`src/rtl/simon_data_input_pkg.sv`:
```
// ============================================================================
// simon_data_input_pkg : shared SIMON packet definitions and input-FSM states
// Rev 1.0
// ============================================================================
`default_nettype none

package simon_data_input_pkg;

  localparam int N         = 16;
  localparam int M         = 4;
  localparam int PKT_BYTES = N / 2 + 2;
  localparam int PKT_W     = PKT_BYTES * 8;
  localparam int PAYLOAD_W = 4 * N;

  localparam logic [7:0] IN_IKEY = 8'h01;
  localparam logic [7:0] IN_IENC = 8'h02;

  typedef enum logic [2:0] {
    IDLE    = 3'd0,
    ACK     = 3'd1,
    DECODE  = 3'd2,
    KEY_HI  = 3'd3,
    KEY_LO  = 3'd4,
    DATA_HI = 3'd5,
    DATA_LO = 3'd6,
    DONE    = 3'd7
  } state_t;

endpackage

`default_nettype wire

```
`src/rtl/simon_data_input.sv`:
```
// ============================================================================
// simon_data_input : captures a SIMON packet and hands out a key or two blocks
// Rev 1.0
// ============================================================================
`default_nettype none

module simon_data_input
  import simon_data_input_pkg::*;
(
  input  logic                   clk,
  input  logic                   nR,
  input  logic                   in_newPKT,
  input  logic [PKT_W-1:0]       in,
  input  logic                   loadDATA,
  input  logic                   loadKEY,
  output logic                   in_loadPKT,
  output logic                   in_donePKT,
  output logic                   newKEY,
  output logic                   newDATA,
  output logic [7:0]             infoIN,
  output logic [7:0]             countIN,
  output logic [1:0][N-1:0]      inDATA,
  output logic [M-1:0][N-1:0]    KEY
);

  state_t               r_state;
  logic [PAYLOAD_W-1:0] r_payload;
  logic                 r_blk;

  logic [2*N-1:0]       w_blk;
  logic [M*N-1:0]       w_key;

  // Upper half of the payload is the first block handed out.
  assign w_blk = r_blk ? r_payload[2*N-1:0] : r_payload[4*N-1:2*N];
  assign w_key = r_payload;

  always_ff @(posedge clk or negedge nR) begin
    if (!nR) begin
      r_state    <= IDLE;
      r_payload  <= '0;
      r_blk      <= 1'b0;
      in_loadPKT <= 1'b0;
      in_donePKT <= 1'b0;
      newKEY     <= 1'b0;
      newDATA    <= 1'b0;
      infoIN     <= 8'h00;
      countIN    <= 8'h00;
      inDATA     <= '0;
      KEY        <= '0;
    end else begin
      in_loadPKT <= (r_state == ACK);
      newKEY     <= (r_state == KEY_HI);
      newDATA    <= (r_state == DATA_HI);
      // Done drops on the same edge that captures the next packet.
      in_donePKT <= (r_state == DONE) && !in_newPKT;

      case (r_state)
        IDLE, DONE: begin
          if (in_newPKT) begin
            r_payload <= in[PAYLOAD_W-1:0];
            infoIN    <= in[PKT_W-1 -: 8];
            countIN   <= in[PKT_W-9 -: 8];
            r_state   <= ACK;
          end
        end
        ACK: begin
          if (!in_newPKT) r_state <= DECODE;
        end
        DECODE: begin
          if (infoIN == IN_IKEY) begin
            KEY     <= w_key;
            r_state <= KEY_HI;
          end else begin
            r_blk   <= 1'b0;
            r_state <= DATA_HI;
          end
        end
        KEY_HI: begin
          if (loadKEY) r_state <= KEY_LO;
        end
        KEY_LO: begin
          if (!loadKEY) r_state <= DONE;
        end
        DATA_HI: begin
          inDATA <= w_blk;
          if (loadDATA) r_state <= DATA_LO;
        end
        DATA_LO: begin
          if (!loadDATA) begin
            if (!r_blk) begin
              r_blk   <= 1'b1;
              r_state <= DATA_HI;
            end else begin
              r_state <= DONE;
            end
          end
        end
        default: r_state <= IDLE;
      endcase
    end
  end

endmodule

`default_nettype wire

```
`config.mk`:
```
export PLATFORM = sky130hd
export DESIGN_NAME = simon_data_input
export DESIGN_NICKNAME = d
export VERILOG_FILES = /design/src/rtl/simon_data_input_pkg.sv /design/src/rtl/simon_data_input.sv
export SDC_FILE = /design/constraint.sdc
export NUM_CORES = 1
export LEC_CHECK = 0
export ABC_AREA = 1
export CELL_PAD_IN_SITES_DETAIL_PLACEMENT = 1
export CELL_PAD_IN_SITES_GLOBAL_PLACEMENT = 1
export CORE_ASPECT_RATIO = 0.9
export CORE_UTILIZATION = 37
export CTS_BUF_LIST = sky130_fd_sc_hd__clkbuf_16
export DETAILED_ROUTE_END_ITERATION = 10
export HOLD_SLACK_MARGIN = 0.02
export PLACE_DENSITY = 0.83
export SYNTH_ARGS = -nofsm -noshare
export SYNTH_HDL_FRONTEND = slang
export SYNTH_SLANG_ARGS = --single-unit
```
`constraint.sdc`:
```
create_clock -name clk -period 1.6 [get_ports clk]
set_input_delay 0.32 -clock clk [delete_from_list [all_inputs] [get_ports clk]]
set_output_delay 0.32 -clock clk [all_outputs]
set_load 0.05 [all_outputs]
```
Word-level counts from Yosys, hierarchy flattened
Index checks and enable logic that the tools add are counted.
- word-level logic and storage cells: 52
- flip-flop bits (word level): 184
- eq/ne operators: 15
- reduce and logical (&&, ||, !) cells: 9
- mux-type cells: 13
- operators by type and width (cell ; number):
    2-to-1 mux 32 bit ; 1
    2-to-1 mux 3 bit ; 7
    one-hot mux 3 bit (7 select lines) ; 1
    != test 2 bit (second input constant) ; 7
    == test 3 bit (second input constant) ; 4
    == test 8 x 1 -> 1 bit (second input constant) ; 1
    == test 3 x 2 -> 1 bit (second input constant) ; 2
    AND reduction 6 bit ; 1
    AND reduction 2 bit ; 2
    == test 3 x 1 -> 1 bit (second input constant) ; 1
    logical NOT 3 bit ; 1
    AND reduction 3 bit ; 1
    2-to-1 mux 1 bit ; 2
    2-to-1 mux 2 bit ; 1
    one-hot mux 1 bit (2 select lines) ; 1
    nonzero test 2 bit ; 1
    OR reduction 2 bit ; 1
    logical AND 1 bit ; 1
    logical NOT 1 bit ; 1

Logic depth before layout (Yosys ltp)
- depth in word-level cells: 4
- gate-level depth with buffers: 10
- gate-level depth less buffers: 8

Least setup slack after synthesis
No wires, ideal clock.
- kind: flip-flop to flip-flop
- start: register infoIN[1]
- end: register KEY[10] (netlist bit)
- cell stages (with the launch flop): 9
- buffers on the path: 2
- setup time: 0.122 ns
- setup slack: 0.045 ns
- required time: 1.478 ns
- arrival: 1.432 ns
- path through: dfrtp_1 > inv_1 > nand2_1 > nor2_1 > nand3_2 > buf_2 > buf_6 > nand2_1 > o21ai_1
- longest elaborated chain between the ends: 2
- ends and longest elaborated chain (what ; line ; text):
    start: declaration ; simon_data_input.sv:20 ; output logic [7:0] infoIN,
    start signal: assignment ; simon_data_input.sv:61 ; infoIN <= in[PKT_W-1 -: 8];
    == test 8 x 1 -> 1 bit ; simon_data_input.sv:70 ; if (infoIN == IN_IKEY) begin
    AND reduction 2 bit (no source line) ; -- ;
    end signal: assignment ; simon_data_input.sv:71 ; KEY <= w_key;
    end: declaration ; simon_data_input.sv:23 ; output logic [M-1:0][N-1:0] KEY
No other way between the ends.
A chain may end at the register's enable or synchronous reset.

Worst setup path in the final report
- start: register r_state[0]
- end: register infoIN[7]
- longest elaborated chain between the ends: 3
- elaborated cells between the ends (all ways): 4
- those cells by class: 1 x eq/ne; 3 x reduce/logical
- ends and longest elaborated chain (what ; line ; text):
    start: declaration ; simon_data_input.sv:26 ; state_t r_state;
    start signal: assignment ; simon_data_input.sv:39 ; r_state <= IDLE;
    start signal: assignment ; simon_data_input.sv:63 ; r_state <= ACK;
    start signal: assignment ; simon_data_input.sv:67 ; if (!in_newPKT) r_state <= DECODE;
    == test 3 bit or logical NOT 3 bit (tied branches) ; simon_data_input.sv:57 ; case (r_state)
    OR reduction 2 bit * ; simon_data_input.sv:57 ;
    AND reduction 2 bit (no source line) * ; -- ;
Mark *: on every way between the ends. The rest lies on a longest branch, timed or not.

==> out/results.txt <==
Status: finished clean
Count of cell types in the netlist: 22
Final Routed Wirelength: 20900 um
Relative slew slack: 72.8%
Part of the power in registers: 36.2%
CTS H-tree depth: 4
Worst vdd ir: 1100 uV
Post-synth EDFFs: 0
Post-Layout Cell Count: 1265
Arr. time, crit path: 1.82 ns
Vias: 6111
Vias in the first global route: 6503
Final hold vios: 0
Final Util: 52.1%
Post-CTS Setup Inserts: 0
Synth Net Count: 881
CP startpoint kind: register
Total track usage: 20.5%
Net count, final: 1082
Post-route ant nets: 0
Ys Warns: 0
Top cells by area, synth: dfrtp_1, nand2_1, a21oi_2
Max Freq: 661 MHz
Area delta synth->final: 37.0%
Comb pwr share: 42.4%
Routed WL per cell: 16.5 um
Grt ovf: 0
NetSw: 8190 uW
Fin crit share: 94.5%
Die X-Extent: 153 um
Ys async rst share: 100%
Mean Syn Cell Area: 9.60 um2
Layout cells sized above 1: 26.7%
Io pins: 201
Register area share after synthesis: 60.2%
CTS tree: done
TritonCTS Sinks: 184
Int Pwr: 11100 uW
Post-DP HPWL: 14900 um
Flop and latch count out of synthesis: 184
Dpl ws: -0.183 ns
Ant diodes: 0
Fin area: 0.0105 mm2
Worst setup margin: 0.0873 ns
Pwr per Cell Area: 1840 mW/mm2
Initial Util: 38.0%
Critical path class: register to register
Synth Flop Type: dfrtp_1
CTS Root Cell: clkbuf_16
Drt pass-1 iters: 4
Cts bufs inserted: 17
Fill count: 2258
Max cap viols: 0
Post-DP Area: 0.00985 mm2
RSZ-0062 raised after global routing: true
Hold Path Class: input pin to asynchronous set/reset pin
Worst R2R Start: r_state[0]
Final setup vio count: 0
DIE AREA: 0.0212 mm2
Post-Synthesis Cells: 796
Worst endpoint required time: 1.91 ns
Clk_lat worst skew: 0.43 ns
Total core area: 0.0201 mm2
Clock slew at reported path FFs: 0.07 ns
Reg2Reg Setup Slack: 0.09 ns
Final Wtd Congestion: 0.801
CP endpoint kind: register
Synth Cell Area: 0.00764 mm2
Top fanout value on the critical path: 16
Post-synth top area cell: dfrtp_1
Vias per cell: 4.83
Initial antenna violation count: 0
Dpl cells: 1231
Slew Limit Fails: 0
Largest net degree at the start of global routing: 67
Buffers on Ports: 200
FF+latch area: 0.00461 mm2
Final critical-path required period: 1.51 ns
Maximum buffer depth of the clock tree: 2
Multi-input logic area: 0.00244 mm2
Worst r2r dst: infoIN[7]
Row cnt: 49
Clock share of power: 21.5%
FF-to-FF path depth: 7
Initial drt markers: 221
Sw frac: 42.5%
Top cell type's share of synthesized area: 60.2%
Die height: 138 um
Worst clock skew: 0.0106 ns
Leakage: 0.00514 uW
First-pass GRT wire length: 34300 um
Number of remaining DRC errors: 0
Slew @ Worst Pin: 0.408 ns
## worst max-delay path, cell delays in order, from the launching register on
cell     delay (ns)
dfrtp_2        0.47
nor2_2         0.14
nand2_1        0.07
nand2_2        0.12
nand2_8        0.14
buf_4          0.25
nor2_1         0.16
a21oi_2        0.04
## final cells by class
cell class              count  share of cell area, %
flip-flops and latches    184                   44.0
multi-input cells         483                   23.3
repair buffers            231                   21.3
clock buffers              17                   4.06
well taps                 255                   3.05
inverters                  80                   2.88
clock inverters            15                   1.43
## registers in the layout, indices dropped and copies added, names as in the netlist
name	count
KEY	64
countIN	8
inDATA	32
in_donePKT	1
in_loadPKT	1
infoIN	8
newDATA	1
newKEY	1
r_blk	1
r_payload	64
r_state	3
## how the worst max path moves through the flow
stage | startpoint | to | slack, ns | depth (start not counted)
floorplan | infoIN[1] | KEY[10] | 0.05 | 8
global placement | in_newPKT | r_state[0] | -0.07 | 7
detailed placement | in_newPKT | r_state[2] | -0.18 | 7
CTS | r_state[2] | r_payload[1] | 0.04 | 7
global route | r_state[0] | r_state[1] | -0.002 | 8
finish | r_state[0] | infoIN[7] | 0.09 | 7
## timing repair
| action | 4_1_cts | 5_1_grt |
|---|---|---|
| resized for setup | 1 | 2 |
| hold endpoints to repair | 25 | 0 |
| endpoints found under the setup margin | 1 | 34 |
| gates cloned | 0 | 1 |
| hold buffers | 1 | 0 |
## Yosys cell counts (2+ instances only)
cell type / n
nor2_1: 69
o21ai_0: 71
clkbuf_1: 14
a21oi_2: 71
nand4_1: 2
buf_6: 13
buf_1: 2
buf_2: 15
dfrtp_1: 184
inv_1: 78
nand3_1: 17
nand3_2: 2
nand2_1: 175
buf_4: 5
o21ai_1: 60
nor2_2: 12
## layout by cell type, fill, tap and decap left out, types with 3 or more instances in the layout
cell type,n
a21oi_2,71
buf_12,19
buf_4,125
clkbuf_16,18
clkdlybuf4s50_1,83
clkinv_2,4
dfrtp_1,181
dfrtp_2,3
inv_1,80
inv_6,4
nand2_1,175
nand3_1,16
nor2_1,69
nor2_2,12
o21ai_0,71
o21ai_1,60
## layer usage
layer,GRT usage (%),vias to the layer above,routed length [um]
li1,-,2925,-
met1,26.5,3010,9360
met2,34.0,156,10100
met3,6.21,20,1240
met4,4.53,0,177
met5,0,-,0
## through the flow
step,hold slack [ns],TNS [ns],power [uW]
finish,0.363,0,19300
global route,0.371,-0.00190,20500
CTS,0.354,0,19500
detailed placement,0.255,-2.56,15200
global placement,0.255,-0.354,14800
floorplan,0.0244,0,12500
## logic make-up after synthesis
kind of cell	synth area share [%]
AO/OA/AOI/OAI	16.8
XOR/XNOR	0.115
buffers and inverters	8.12
flip-flops	60.2
AND/OR/NAND/NOR	14.7
## power by group through the flow
stage	combinational, uW	sequential, uW	clock, uW
floorplan	3580	8900	0
global placement	7840	6990	0
detailed placement	8140	7040	0
CTS	8190	6980	4290
global route	8910	7140	4470
finish	8180	6970	4140
(Power assumes the default switching activity.)
